$ cat src/rtl/div_issue_ctrl.sv
// EX-stage divide sequencer: issues to the iterative divider core and sign-corrects results.
// Optional DIV_ZERO_TRAP_EN: divide-by-zero yields result 0 with div_zero flag set.
module div_issue_ctrl #(
  parameter int DATA_W = 32
) (
  input  logic                clk,
  input  logic                rst,
  input  logic                div_req,
  input  logic                div_signed,
  input  logic [DATA_W-1:0]   opdata1,
  input  logic [DATA_W-1:0]   opdata2,
  input  logic                annul,
  output logic                core_start,
  output logic                core_cancel,
  output logic [DATA_W-1:0]   core_a,
  output logic [DATA_W-1:0]   core_b,
  input  logic                core_done,
  input  logic [DATA_W-1:0]   core_q,
  input  logic [DATA_W-1:0]   core_r,
  output logic [2*DATA_W-1:0] result,
  output logic                ready,
  output logic                stall_req,
  output logic                div_zero
);

  typedef enum logic [2:0] {
    IDLE,
    ZERO,
    ISSUE,
    WAIT,
    DONE
  } state_t;

  state_t state;

  logic              neg_q;
  logic              neg_r;
  logic              s1;
  logic              s2;
  logic [DATA_W-1:0] abs1;
  logic [DATA_W-1:0] abs2;
  logic [DATA_W-1:0] q_fix;
  logic [DATA_W-1:0] r_fix;
  logic [2*DATA_W-1:0] zero_res;
  logic              zero_flag;

  assign s1    = div_signed & opdata1[DATA_W-1];
  assign s2    = div_signed & opdata2[DATA_W-1];
  assign abs1  = s1 ? ('0 - opdata1) : opdata1;
  assign abs2  = s2 ? ('0 - opdata2) : opdata2;
  assign q_fix = neg_q ? ('0 - core_q) : core_q;
  assign r_fix = neg_r ? ('0 - core_r) : core_r;

`ifdef DIV_ZERO_TRAP_EN
  assign zero_res  = '0;
  assign zero_flag = 1'b1;
`else
  // Raw dividend kept for the MIPS-style x/0 result; no sign fix-up.
  logic [DATA_W-1:0] a_raw;
  assign zero_res  = {a_raw, {DATA_W{1'b1}}};
  assign zero_flag = 1'b0;
`endif

  assign stall_req = (state == IDLE && div_req && !annul) ||
                     (state == ZERO) ||
                     (state == ISSUE) ||
                     (state == WAIT);

  always_ff @(posedge clk or posedge rst) begin
    if (rst) begin
      state       <= IDLE;
      core_start  <= 1'b0;
      core_cancel <= 1'b0;
      core_a      <= '0;
      core_b      <= '0;
      result      <= '0;
      ready       <= 1'b0;
      div_zero    <= 1'b0;
      neg_q       <= 1'b0;
      neg_r       <= 1'b0;
`ifndef DIV_ZERO_TRAP_EN
      a_raw       <= '0;
`endif
    end else begin
      core_start  <= 1'b0;
      core_cancel <= 1'b0;
      unique case (state)
        IDLE: begin
          if (div_req && !annul) begin
`ifndef DIV_ZERO_TRAP_EN
            a_raw <= opdata1;
`endif
            if (opdata2 == '0) begin
              state <= ZERO;
            end else begin
              state      <= ISSUE;
              core_start <= 1'b1;
              core_a     <= abs1;
              core_b     <= abs2;
              neg_q      <= s1 ^ s2;
              neg_r      <= s1;
            end
          end
        end
        ZERO: begin
          if (annul) begin
            state <= IDLE;
          end else begin
            state    <= DONE;
            result   <= zero_res;
            ready    <= 1'b1;
            div_zero <= zero_flag;
          end
        end
        ISSUE: begin
          if (annul) begin
            state       <= IDLE;
            core_cancel <= 1'b1;
          end else begin
            state <= WAIT;
          end
        end
        WAIT: begin
          // annul wins over a coincident done; that result is dropped.
          if (annul) begin
            state       <= IDLE;
            core_cancel <= 1'b1;
          end else if (core_done) begin
            state  <= DONE;
            result <= {r_fix, q_fix};
            ready  <= 1'b1;
          end
        end
        DONE: begin
          if (annul || !div_req) begin
            state    <= IDLE;
            ready    <= 1'b0;
            div_zero <= 1'b0;
          end
        end
        default: state <= IDLE;
      endcase
    end
  end

endmodule

$ cat config.mk
export PLATFORM = sky130hd
export DESIGN_NAME = div_issue_ctrl
export DESIGN_NICKNAME = d
export VERILOG_FILES = /design/src/rtl/div_issue_ctrl.sv
export SDC_FILE = /design/constraint.sdc
export NUM_CORES = 1
export LEC_CHECK = 0
export ABC_AREA = 1
export CAP_MARGIN = 20
export CORE_UTILIZATION = 50
export CTS_CLUSTER_DIAMETER = 60
export CTS_CLUSTER_SIZE = 8
export DETAILED_ROUTE_END_ITERATION = 12
export PLACE_DENSITY = 0.89
export SYNTH_ARGS = -nofsm -noshare
export SYNTH_HDL_FRONTEND = slang
export SYNTH_SLANG_ARGS = --single-unit
$ cat constraint.sdc
create_clock -name clk -period 8.45 [get_ports clk]
set_clock_uncertainty 0.15 [all_clocks]
set_input_delay 2.1125 -clock clk [delete_from_list [all_inputs] [get_ports clk]]
set_output_delay 2.1125 -clock clk [all_outputs]
set_load 0.02 [all_outputs]
Yosys cells after proc, flatten, opt, wreduce, memory -nomap -nowiden
Index checks and enable logic that the tools add are counted.

Output and inout port bits: 133. Input port bits: 134. Logic and storage cells: 78. Register bits after elaboration: 169.

$add $sub $neg: 4. Eq/ne operators: 10. Reductions and logical operators: 21. Mux-type cells: 28. Bitwise operators: 4.

Operator list (count): $mux W64 (3); $mux W32 (4); $pmux W64 S2 (1); $sub A1 B32 Y32 const A (4); $logic_not A32 Y1 (1); $mux W3 (5); $pmux W3 S5 (1); $mux W1 (10); $reduce_and A3 Y1 (3); $ne A2 B2 Y1 const B (4); $eq A3 B2 Y1 const B (2); $reduce_and A5 Y1 (1); $logic_or A1 B1 Y1 (4); $mux W2 (2); $reduce_and A4 Y1 (1); $reduce_bool A2 Y1 (2); $eq A3 B1 Y1 const B (1); $eq A3 B3 Y1 const B (1); $logic_and A1 B1 Y1 (3); $logic_not A3 Y1 (1); $ne A3 B3 Y1 const B (1); $pmux W1 S3 (1); $reduce_bool A3 Y1 (1); $and A1 B1 Y1 (2); other kinds (7) (8).

Longest topological paths before layout
Gate-level depths: netlist (run 1).

Depth after elaboration: 6. Mapped depth: 12. Mapped depth without buffers: 11.

Least setup slack after synthesis (run 1)
OpenSTA, ideal clock, no wires.

Path kind: input to output. Start: input port annul. End: output port stall_req. Setup slack: 3457 ps. Required time: 6188 ps. Path buffers: 0. Stages: 3. Data arrival time: 2730 ps. Cell sequence: inv_1 > nand2_1 > a21oi_1.

Cells in the longest elaborated chain, start to end: 5.

RTL lines: start, declared (line 12) `input logic annul,`; $logic_not A1 Y1 (line 64) `assign stall_req = (state == IDLE && div_req && !annul) ||`; $logic_and A1 B1 Y1 (line 64); $logic_or A1 B1 Y1 (line 64); $logic_or A1 B1 Y1 (line 65) `(state == ZERO) ||`; $logic_or A1 B1 Y1 (line 66) `(state == ISSUE) ||`; end, declared (line 22) `output logic stall_req,`.

No other way between the ends.

Final worst setup path (run 1)
Ends and elaborated chain as after synthesis.

==> flow_summary.yaml, run 1 <==
run_status:
  outcome: "finished, final reports clean"
setup_path:
  crit_required_ps: 6190
  critical_path.max_fanout: 5
  regToRegStartpoint: "state[2]"
  timing.critical_path.from_type: "input port"
  timing.rr.end: "result[39]"
  end_kind: "output port"
  r2r_cells: 6
  critical_setup_path_kind: "input port to output port"
  reg2reg_slack_ps: 5800
  crit_path_max_incr_delay_ps: 620
  worst_path_max_delay_cell: "sky130_fd_sc_hd__clkdlybuf4s50_1"
  critical-path-top-cell-by-count: "sky130_fd_sc_hd__clkdlybuf4s50_1"
  crit_path_cell_trace: "clkdlybuf4s50_1, inv_1, nand2_1, a21oi_1, clkdlybuf4s50_1"
  arrival_time_of_the_worst_setup_path_ps: 3680
routing:
  drt-total-wl_um: 33020
  detail_route.drc_violations: 0
  per_cell_via_count_in_the_routed_design: 5.332
  routed-via-count: 11191
  route.detailed.wl_per_inst_um: 15.73
  drt_pass1_iterations: 5
  ant_nets: 0
  drtIter0Drc: 827
hold_path:
  hold_removal_path_class: "flip-flop to flip-flop"
  whs_path_depth: 2
  worst_hold_path.endpoint: "core_b[16]"
  worst_hold_path_startpoint: "core_b[16]"
global_route:
  grt_antenna_before_repair: 5
  vias_in_the_first_global_route: 10633
  grt_start_max_net_pins: 105
  grt_first_pass_wirelength_um: 53470
  grt_overflow: 0
  grt_use_total_pct: 31.40
placed_design:
  dp_cells: 2062
  place_worst_setup_slack_ps: 2528
  dpl_cell_area_sq_um: 13220
  dpl.hpwl_um: 24740
  place.gp.congestion: 0.9290
  i_o_buffers: 265
run:
  max_cap_viol_count: 0
yosys:
  post_synth_simple_gate_area_pct: 37.91
  netlist_instances: 1575
  synth_ff_type: "sky130_fd_sc_hd__dfrtp_1"
  compound_gate_fraction_of_synth_area_pct: 9.992
  synthesized_cell_area_sq_um: 10460
  yosys_register_bits: 168
  register_area_share_after_synthesis_pct: 40.21
  synth_top_family_by_area: "simple AND/OR/NAND/NOR gates"
  synth-edff-count: 0
  avgSynthCellArea_sq_um: 6.639
  yosysWarningCount: 0
  ys_async_sr_fraction_pct: 100.0
  synth_mux_area_share_pct: 0
  syn_nets: 1713
  yosys.area_share.adder_pct: 0.4786
  synth.distinct_cells: 40
  synth_xor_xnor_area_share_pct: 2.764
timing:
  period_share_pct: 70.33
  post-route-worst-setup-slack_ps: 2507
  final_period_minus_worst_setup_slack_ps: 5943
  final-hold-violation-count: 0
  total_of_endpoints_with_negative_setup_slack_in_the_final_report: 0
  worst_slew_margin_rel_pct: 29.34
  worst_slew_pin_slew_ps: 1060
  timing.setup.tns_ps: 0
  setup_repair_after_global_routing_missed_its_margin: "false"
  final_max_slew_viol_count: 0
  hold_slack_ps: 332.6
  achievable-frequency_mhz: 168.3
finish:
  fillers: 1756
  stdcell_count: 2099
  drive_above_1_share_pct: 3.893
  layout.cells.most_common: "sky130_fd_sc_hd__nand2_1"
  register_area_sq_um: 4204
  final_util_pct: 67.77
  most-common-layout-cells: "sky130_fd_sc_hd__nand2_1, sky130_fd_sc_hd__clkdlybuf4s50_1, sky130_fd_sc_hd__nor2_1, sky130_fd_sc_hd__dfrtp_1, sky130_fd_sc_hd__nand3_1"
  areaGrowthSynthToFinish_pct: 31.98
  area_of_the_multi_input_gates_sq_um: 5374
  final_cell_area_sq_um: 13800
  final_net_count: 1949
floorplan:
  io_pins: 267
  starting_density_of_the_core_pct: 51.35
  chipHeight_um: 146.6
  die_w_um: 146.6
  design.die.area_sq_um: 21490
  core-area_sq_um: 20360
  rows: 52
power:
  fin_total_pwr_mw: 4.216
  total_leakage_power_nw: 6.350
  power.density_cell_area_nw_per_um2: 305.5
  ir_worst_vdd_mv: 0.1697
clock_tree:
  tritoncts_num_sinks: 168
  cts_tree: "yes"
  cts_buffer_depth: 2
  hold_buffers: 0
  clkTransAtPathRegs_ps: 60
  postCtsResizedCells: 0
  tritoncts_buffers: 17
  post_cts_buffers: 0
  cts.htree.levels: 4
  insertion_delay_ps: 440
  root_buffer: "sky130_fd_sc_hd__clkbuf_16"
==> cell families after synthesis <==
family                   Yosys count
adder cells (fa/ha/maj)            4
XOR/XNOR                          33
AO/OA/AOI/OAI                    194
AND/OR/NAND/NOR                  962
flip-flops                       168
other                              1
buffers and inverters            213
==> cell usage after synthesis, drive strengths merged (4+ instances only) <==
| cell | count | share of area [%] |
|---|---|---|
| dfrtp | 168 | 40 |
| clkbuf | 22 | 0.80 |
| xnor2 | 5 | 0.42 |
| buf | 33 | 2.1 |
| a31oi | 8 | 0.48 |
| o21ai | 121 | 6.0 |
| nand4 | 17 | 1.0 |
| nand2 | 547 | 20 |
| xor2 | 28 | 2.3 |
| nor2 | 212 | 7.9 |
| nand3b | 8 | 0.57 |
| or2 | 11 | 0.66 |
| ha | 4 | 0.48 |
| nor3 | 4 | 0.24 |
| a21oi | 51 | 2.4 |
| inv | 157 | 5.6 |
| nand3 | 159 | 7.6 |
| o22ai | 6 | 0.36 |
==> worst max-delay path by stage <==
| stage | start | to | slack, ps |
|---|---|---|---|
| after detailed placement | annul | stall_req | 2530 |
| after floorplan | rst | a_raw[0] | 1640 |
| after global placement | annul | stall_req | 2520 |
| after global routing | annul | stall_req | 2370 |
| final | annul | stall_req | 2510 |
| after CTS | annul | stall_req | 2510 |
==> critical path, delay by kind of cell <==
family	cells	cell delay [ps]
and+or+nand+nor	1	200
AOI/OAI and AO/OA	1	170
buffers and inverters	3	1200
==> layout make-up <==
type	instances	area share, %
multi-input combinational	1194	38.94
clock buffer	17	3.083
inverter	158	4.334
antenna	5	0.09066
tap	270	2.448
clock inverter	15	1.043
sequential	168	30.46
timing repair buffer	272	19.60
==> flip-flops by register name (all words and copies together) (netlist names) <==
| register | count |
|---|---|
| core_a | 32 |
| core_start | 1 |
| state | 3 |
| core_cancel | 1 |
| ready | 1 |
| a_raw | 32 |
| neg_r | 1 |
| core_b | 32 |
| neg_q | 1 |
| result | 64 |
==> metal layers <==
| layer | up-vias | share of wire [%] | global-route usage (%) |
|---|---|---|---|
| met2 | 472 | 46 | 50.81 |
| met3 | 74 | 7.7 | 5.531 |
| li1 | 5466 | - | - |
| met4 | 0 | 3.2 | 12.97 |
| met1 | 5179 | 43 | 41.50 |
| met5 | - | 0 | 0 |
==> report_power, final <==
part | switching (mW) | internal (mW)
registers | 0.205 | 1.17
clock network | 0.358 | 0.412
logic | 1.20 | 0.870
total | 1.76 | 2.45
Note: power is estimated with default switching activity, not from simulation.
==> run 2: changes to the inputs <==
clock period = 6.1 ns   (was 8.45 ns; I/O delays follow)
==> run 2 against run 1 <==
- die area is the same
- clock power grew 45%
- via count grew 1.4%
==> flow_summary.yaml, run 2 (synthesized netlist as in run 1, its figures left out) <==
timing:
  final-hold-violation-count: 0
  setup_repair_after_global_routing_missed_its_margin: "false"
  timing.setup.tns_ps: 0
  hold_slack_ps: 329.8
  total_of_endpoints_with_negative_setup_slack_in_the_final_report: 0
  worst_slew_margin_rel_pct: 27.98
  post-route-worst-setup-slack_ps: 1258
  worst_slew_pin_slew_ps: 1077
  final_period_minus_worst_setup_slack_ps: 4842
  final_max_slew_viol_count: 0
  period_share_pct: 79.38
  achievable-frequency_mhz: 206.5
placed_design:
  dpl_cell_area_sq_um: 13230
  dp_cells: 2063
  place_worst_setup_slack_ps: 1254
  dpl.hpwl_um: 25340
  place.gp.congestion: 0.9450
  i_o_buffers: 265
setup_path:
  critical_path.max_fanout: 5
  critical-path-top-cell-by-count: "sky130_fd_sc_hd__clkdlybuf4s50_1"
  critical_setup_path_kind: "input port to output port"
  end_kind: "output port"
  family_of_cells_with_the_greatest_summed_delay_on_the_critical_path: "buffers and inverters"
  crit_required_ps: 4430
  worst-path-stages: 5
  crit_path_max_incr_delay_ps: 630
  reg2reg_slack_ps: 3400
  worst_path_max_delay_cell: "sky130_fd_sc_hd__clkdlybuf4s50_1"
  r2r_cells: 7
  arrival_time_of_the_worst_setup_path_ps: 3170
  critical_path.n_buffers_inverters: 3
  crit_path_cell_trace: "clkdlybuf4s50_1, inv_1, nand2_1, a21oi_1, clkdlybuf4s50_1"
  timing.critical_path.from_type: "input port"
power:
  seqPwrFrac_pct: 32.8
  fin_total_pwr_mw: 5.900
  switching_share_pct: 41.52
  ir_worst_vdd_mv: 0.2617
  power_switching_mw: 2.450
  power.density_cell_area_nw_per_um2: 425.6
  clk_pwr_share_pct: 19.0
  internal_power_mw: 3.450
  total_leakage_power_nw: 6.380
  comb_power_share_pct: 48.2
clock_tree:
  cts_tree: "yes"
  tritoncts_num_sinks: 168
  clkTransAtPathRegs_ps: 70
  insertion_delay_ps: 430
  cts.htree.levels: 4
  postCtsResizedCells: 0
  tritoncts_buffers: 17
  hold_buffers: 0
  cts_buffer_depth: 2
  root_buffer: "sky130_fd_sc_hd__clkbuf_16"
  post_cts_buffers: 0
routing:
  drt-total-wl_um: 33550
  drt_pass1_iterations: 7
  drtIter0Drc: 936
  route.detailed.wl_per_inst_um: 15.99
  per_cell_via_count_in_the_routed_design: 5.408
  ant_nets: 0
  detail_route.drc_violations: 0
  routed-via-count: 11352
global_route:
  grt_overflow: 0
  grt_start_max_net_pins: 103
  grt_first_pass_wirelength_um: 54100
  vias_in_the_first_global_route: 10639
  grt_antenna_before_repair: 3
  grt_use_total_pct: 31.73
finish:
  final_net_count: 1951
  areaGrowthSynthToFinish_pct: 32.58
  final_cell_area_sq_um: 13860
  max_ffs_per_register: 64
  final_util_pct: 68.08
  most-common-layout-cells: "sky130_fd_sc_hd__nand2_1, sky130_fd_sc_hd__clkdlybuf4s50_1, sky130_fd_sc_hd__nor2_1, sky130_fd_sc_hd__dfrtp_1, sky130_fd_sc_hd__nand3_1"
  largest-register: "result"
  layout.cells.most_common: "sky130_fd_sc_hd__nand2_1"
  drive_above_1_share_pct: 3.998
  stdcell_count: 2099
floorplan:
  rows: 52
  io_pins: 267
  design.die.area_sq_um: 21490
  starting_density_of_the_core_pct: 51.35
  core-area_sq_um: 20360
  die_w_um: 146.6
  chipHeight_um: 146.6
hold_path:
  whs_path_depth: 2
  hold_removal_path_class: "flip-flop to flip-flop"
run:
  max_cap_viol_count: 0
run_status:
  outcome: "finished, final reports clean"
==> run 2: changes by cell type in the layout (fill, tap and decap cells not counted), moves of 2 or more <==
| cell | change |
|---|---|
| sky130_fd_sc_hd__diode_2 | -2 |
| sky130_fd_sc_hd__clkinv_4 | +5 |
| sky130_fd_sc_hd__inv_6 | -4 |
| sky130_fd_sc_hd__clkinv_2 | -2 |
==> run 2: worst paths after layout <==
kind / start / endpoint
max: annul / stall_req
min: result[52] / result[52]
max in group asynchronous: rst / core_a[28]
max reg2reg: state[2] / result[49]
min reg2reg: result[52] / result[52]
min in group asynchronous: rst / result[17]
==> run 2: per-layer routing <==
layer	up-vias	wire (um)	GRT usage [%]
li1	5486	-	-
met1	5312	14350	42.74
met2	509	15860	51.35
met3	45	2711	6.531
met4	0	630	9.479
met5	-	0	0
==> run 2: worst min-delay path, stage by stage (launching register included) <==
cell	delay (ps)
sky130_fd_sc_hd__dfrtp_1	340
sky130_fd_sc_hd__nand2_1	50
sky130_fd_sc_hd__nand2_1	50
==> run 2: power by group through the flow <==
stage               Sequential (mW)  Clock (mW)  Combinational, mW
finish                         1.93        1.12               2.85
floorplan                      2.35           0               1.15
global placement               1.93           0               2.76
global route                   1.99        1.18               3.10
CTS                            1.93        1.13               2.85
detailed placement             1.94           0               2.83
==> run 2: area by class of cell <==
| class | count | area, sq um |
|---|---|---|
| fill | 1845 | 6501 |
| multi-input combinational | 1194 | 5374 |
| clock inverter | 14 | 171.4 |
| inverter | 158 | 596.8 |
| tap | 270 | 337.8 |
| clock buffer | 18 | 439.2 |
| timing repair buffer | 274 | 2733 |
| antenna | 3 | 7.507 |
| sequential | 168 | 4204 |
